<file path="config.mk">
export PLATFORM = sky130hd
export DESIGN_NAME = pipe_stage_reg
export DESIGN_NICKNAME = d
export VERILOG_FILES = /design/src/rtl/pipe_pkg.sv /design/src/rtl/pipe_slot.sv /design/src/rtl/pipe_stage_reg.sv
export SDC_FILE = /design/constraint.sdc
export NUM_CORES = 1
export LEC_CHECK = 0
export BUFFER_PORTS_ARGS = -buffer_cell sky130_fd_sc_hd__buf_2
export CAP_MARGIN = 0
export CORE_MARGIN = 1
export CORE_UTILIZATION = 27
export CTS_BUF_LIST = sky130_fd_sc_hd__clkbuf_8
export DETAILED_ROUTE_END_ITERATION = 10
export SLEW_MARGIN = 20
export SYNTH_ARGS = -nofsm -noshare
export SYNTH_HDL_FRONTEND = slang
export SYNTH_HIERARCHICAL = 1
export SYNTH_SLANG_ARGS = --single-unit
</file>
<file path="constraint.sdc">
create_clock -name clk -period 4.8 [get_ports clk]
set_clock_uncertainty 0.05 [all_clocks]
set_input_delay 0.24 -clock clk [delete_from_list [all_inputs] [get_ports clk]]
set_output_delay 0.24 -clock clk [all_outputs]
set_load 0.01 [all_outputs]
</file>
<file path="src/rtl/pipe_pkg.sv">
// Shared definitions for the pipeline boundary registers: stage occupancy
// states and the default control bubble presented when no payload is valid.
package pipe_pkg;

  // Occupancy of a two-slot skid stage; the encoding equals the held count.
  typedef enum logic [1:0] {
    EMPTY = 2'd0,
    ONE   = 2'd1,
    FULL  = 2'd2
  } stage_state_e;

  // Bubble control word: all control bits low means no RegWrite, no MemWrite,
  // no MemRead, so a bubble has no architectural side effect downstream.
  localparam logic [15:0] BUBBLE_CTRL_DEFAULT = 16'h0000;

endpackage

</file>
<file path="src/rtl/pipe_slot.sv">
// Load-enabled payload register with asynchronous clear, used for both the
// main (output-driving) slot and the skid slot of a pipeline stage.
module pipe_slot #(
  parameter int W = 8
) (
  input  logic         clk,
  input  logic         rst_n,
  input  logic         load,
  input  logic [W-1:0] d,
  output logic [W-1:0] q
);

  // Capture the payload on load; hold otherwise.
  // NOTE: the storage is reset (not left uninitialised) because the stage's
  // reset output values, including out_data/out_rd, are defined as zero.
  always_ff @(posedge clk or negedge rst_n) begin
    if (!rst_n) begin
      q <= '0;
    end else if (load) begin
      q <= d;
    end
  end

endmodule

</file>
<file path="src/rtl/pipe_stage_reg.sv">
// Pipeline boundary register (IF/ID, ID/EX, EX/MEM) with a one-entry skid
// buffer. in_ready is registered so it never depends combinationally on
// out_ready, which breaks the ready path between stages. flush kills
// everything held and has priority over any same-cycle accept or pop.
module pipe_stage_reg
  import pipe_pkg::*;
#(
  parameter int                DATA_W      = 32,
  parameter int                CTRL_W      = 16,
  parameter int                RD_W        = 6,
  parameter logic [CTRL_W-1:0] BUBBLE_CTRL = CTRL_W'(BUBBLE_CTRL_DEFAULT)
) (
  input  logic              clk,
  input  logic              rst_n,
  input  logic              in_valid,
  output logic              in_ready,
  input  logic [DATA_W-1:0] in_data,
  input  logic [CTRL_W-1:0] in_ctrl,
  input  logic [RD_W-1:0]   in_rd,
  input  logic              flush,
  output logic              out_valid,
  input  logic              out_ready,
  output logic [DATA_W-1:0] out_data,
  output logic [CTRL_W-1:0] out_ctrl,
  output logic [RD_W-1:0]   out_rd,
  output logic [1:0]        count
);

  localparam int PAY_W = DATA_W + CTRL_W + RD_W;

  stage_state_e      state_q, state_d;
  logic              in_ready_q;
  logic              accept, pop;
  logic              main_load, skid_load, main_from_skid;
  logic [PAY_W-1:0]  in_pay, main_d, main_q, skid_q;

  assign in_pay   = {in_data, in_ctrl, in_rd};
  assign in_ready = in_ready_q;
  assign accept   = in_valid & in_ready_q;
  assign pop      = out_valid & out_ready;
  assign main_d   = main_from_skid ? skid_q : in_pay;

  // State register and registered ready; ready is low in reset and rises on
  // the first edge after release, so no accept can happen on that edge.
  // NOTE: sequential state uses non-blocking assignments so every register
  // samples pre-edge values regardless of process evaluation order.
  always_ff @(posedge clk or negedge rst_n) begin
    if (!rst_n) begin
      state_q    <= EMPTY;
      in_ready_q <= 1'b0;
    end else begin
      state_q    <= state_d;
      in_ready_q <= (state_d != FULL);
    end
  end

  // Next-state and slot-load decisions; flush overrides accept and pop.
  // NOTE: every signal gets a default first so no path leaves it unassigned,
  // which would otherwise infer a latch.
  always_comb begin
    state_d        = state_q;
    main_load      = 1'b0;
    skid_load      = 1'b0;
    main_from_skid = 1'b0;
    if (flush) begin
      state_d = EMPTY;
    end else begin
      unique case (state_q)
        EMPTY: begin
          if (accept) begin
            state_d   = ONE;
            main_load = 1'b1;
          end
        end
        ONE: begin
          if (accept && !pop) begin
            state_d   = FULL;
            skid_load = 1'b1;
          end else if (pop && !accept) begin
            state_d = EMPTY;
          end else if (accept && pop) begin
            main_load = 1'b1;
          end
        end
        FULL: begin
          if (pop) begin
            state_d        = ONE;
            main_load      = 1'b1;
            main_from_skid = 1'b1;
          end
        end
        default: state_d = EMPTY;
      endcase
    end
  end

  // Outputs: valid/count from the state, payload from main, bubble control
  // whenever nothing valid is presented.
  always_comb begin
    out_valid = (state_q != EMPTY);
    unique case (state_q)
      ONE:     count = 2'd1;
      FULL:    count = 2'd2;
      default: count = 2'd0;
    endcase
    out_data = main_q[PAY_W-1 -: DATA_W];
    out_rd   = main_q[RD_W-1:0];
    out_ctrl = out_valid ? main_q[RD_W +: CTRL_W] : BUBBLE_CTRL;
  end

  pipe_slot #(.W(PAY_W)) u_main (
    .clk   (clk),
    .rst_n (rst_n),
    .load  (main_load),
    .d     (main_d),
    .q     (main_q)
  );

  pipe_slot #(.W(PAY_W)) u_skid (
    .clk   (clk),
    .rst_n (rst_n),
    .load  (skid_load),
    .d     (in_pay),
    .q     (skid_q)
  );

endmodule

</file>
==> flow_summary.json <==
{
  "yosys_warnings": 6,
  "p_leak_nw": 3.200,
  "grt_pass1_vias": 3457,
  "vdd_drop_max_mv": 0.1290,
  "period_share_pct": 48.23,
  "multi_input_area_sq_mm": 0.002646,
  "drt-total-wl_um": 11170,
  "fmax_ghz": 0.4320,
  "ys_ff_latch": 111,
  "synth_top_family_by_area": "multiplexers",
  "die_h_um": 147.9,
  "final_area_sq_mm": 0.006658,
  "arrival_ps": 2540,
  "wl_per_cell_um": 15.40,
  "maxSlewViolCount": 0,
  "area_growth_pct": 15.85,
  "hold_buffers": 2,
  "clock_latency_ps": 380,
  "top_level_ports": 117,
  "hold_class": "primary input to flop",
  "synthMuxAreaShare_pct": 41.72,
  "cts_tree": "done",
  "grtUsageMet2_pct": 18.54,
  "place_congestion": 0.6611,
  "rr_worst_depth": 6,
  "start_kind": "flop",
  "rr_endpoint": "u_main/q[1]",
  "mostFrequentLayoutCells": "mux2_4, buf_2, dfrtp_1, mux2_2, and2b_1",
  "grt_first_pass_wirelength_um": 18310,
  "worst_pin_slew_ps": 909.6,
  "worstSetupEndpoint": "u_main/q[1]",
  "cp.depth": 6,
  "rsz0062_at_grt": "false",
  "die_area_sq_mm": 0.02187,
  "drv_cap": 0,
  "final_common_cell": "mux2_4",
  "critical_path.cell_chain": "nand2b_4 > inv_1 > o21ai_0 > a21oi_4 > buf_12 > mux2_2",
  "grt_max_degree": 72,
  "grt_use_met1_pct": 13.08,
  "diodes": 0,
  "dp_hpwl_um": 7588,
  "slowest_delay_ps": 540,
  "fp-row-count": 53,
  "drt-initial-drc-count": 71,
  "dr.pass1.iters": 4,
  "worstPathMaxFanout": 31,
  "drcViolationCount": 0,
  "initial_utilization_pct": 27.42,
  "cpLargestDelayFamily": "compound AO/OA/AOI/OAI gates",
  "track_usage_pct": 10.78,
  "synth_cell_types": 24,
  "fin_setup_tns_ps": 0,
  "cp.required_ps": 5020,
  "p_per_area_mw_per_mm2": 395.0,
  "drive_above_1_share_pct": 68.67,
  "hold_viol": 0,
  "cts_buffers": 9,
  "synthAdderAreaFrac_pct": 0,
  "antenna_found_initial": 0,
  "coreArea_sq_mm": 0.02096,
  "vias": 3051,
  "post_cts_resized": 0,
  "antenna_left": 0,
  "crit_path_top_delay_cell": "a21oi_4",
  "synthesis.area_sq_mm": 0.005747,
  "post_cts_buffers": 0,
  "setup-violations-final": 0,
  "busiest_layer": "met2",
  "synthCells": 327,
  "cts.clk_slew.worst_paths_ps": 120,
  "synthSimpleGateAreaFrac_pct": 3.309,
  "finalWorstSetupSlack_ps": 2485,
  "placed_area_sq_mm": 0.006451,
  "cp-startpoint": "state_q[0]",
  "cp_num_buf_inv": 2,
  "syn_nets": 386,
  "port-buffer-count": 116,
  "seq_area_frac_synth_pct": 48.33,
  "grt_util_met3_pct": 2.654,
  "worst-setup-path-type": "flop to flop",
  "fp.dieW_um": 147.9,
  "synth_compound_gate_area_share_pct": 0.6314,
  "syn_area_per_cell_sq_um": 17.57,
  "finalNetCount": 504,
  "outcome": "completed",
  "fin_crit_ps": 2315,
  "cts_buffer_depth": 2,
  "regToRegSetupSlack_ps": 2490,
  "critPathCaptureType": "flop",
  "r2r-start": "state_q[0]",
  "fin_util_pct": 31.77,
  "power_mw": 2.630,
  "via_per_inst": 4.208,
  "cts_num_sinks": 111,
  "grt-ovfl-total": 0,
  "maxSlewHeadroom_pct": 39.36,
  "fill_cells": 2113,
  "clock-root-buffer": "clkbuf_8",
  "dp_slack_ps": 2484,
  "register_area_sq_mm": 0.002778,
  "synthXorXnorAreaFrac_pct": 0,
  "cts_max_level": 3
}
report_power, final:
group	internal, mW	leakage [nW]	total (mW)	switching (mW)
Sequential	1.19	1.33	1.35	0.151
Combinational	0.483	1.78	0.728	0.245
Clock	0.201	0.0927	0.556	0.355
Total	1.88	3.20	2.63	0.751
synth_stat cells:
master / number / area share [%]
mux2_4: 150 / 39
dfrtp_1: 111 / 48
buf_12: 15 / 5.2
mux2_2: 12 / 2.4
and2b_1: 10 / 1.3
nor2b_1: 6 / 0.65
buf_6: 3 / 0.59
inv_1: 2 / 0.13
nand3_1: 2 / 0.17
nor2_1: 2 / 0.13
a211o_2: 1 / 0.17
a211oi_1: 1 / 0.13
a21oi_1: 1 / 0.087
and2b_2: 1 / 0.15
and3b_2: 1 / 0.17
clkbuf_1: 1 / 0.065
mux2i_1: 1 / 0.17
nand2_1: 1 / 0.065
nand2b_1: 1 / 0.11
nand2b_4: 1 / 0.24
nor3_1: 1 / 0.087
nor3b_2: 1 / 0.22
o21ai_0: 1 / 0.087
o2bb2ai_1: 1 / 0.15
stage by stage:
| step | cells | hold WS (ps) |
|---|---|---|
| after floorplan | 327 | -105.6 |
| after CTS | 725 | 0.9436 |
| after global placement | 706 | 366.2 |
| final | 725 | 45.26 |
| after global routing | 725 | 2.359 |
| after detailed placement | 707 | 380.8 |
worst min-delay path by stage:
stage / from / to / slack (ps) / depth (start not counted)
after detailed placement: rst_n / u_main/q[30] / 380 / 1
after floorplan: rst_n / in_ready / -110 / 0
final: in_ctrl[10] / u_skid/q[16] / 50 / 2
after CTS: in_ctrl[10] / u_skid/q[16] / 0.9 / 2
after global routing: in_ctrl[10] / u_skid/q[16] / 2 / 2
after global placement: rst_n / u_skid/q[30] / 370 / 1
area by class of cell:
type	instances	share of cell area, %
inverters	2	0.1128
well taps	275	5.168
repair buffers	126	10.45
clock buffers	9	1.861
multi-input cells	195	39.75
clock inverters	7	0.9397
flip-flops and latches	111	41.72
routing by layer:
| layer | vias to the layer above | routed length, um |
|---|---|---|
| met3 | 11 | 401 |
| met1 | 1590 | 4973 |
| met2 | 63 | 5634 |
| met5 | - | 0 |
| met4 | 0 | 156 |
| li1 | 1387 | - |
logic make-up after synthesis:
logic type	after synthesis
flip-flops	111
multiplexers	163
AO/OA/AOI/OAI	5
AND/OR/NAND/NOR	27
buffers and inverters	21
state kept, by name, summed over array words and instances, names as in the netlist:
signal    flops
in_ready      1
u_skid/q     54
state_q       2
u_main/q     54
No activity file was read; power rests on OpenSTA's default activity.
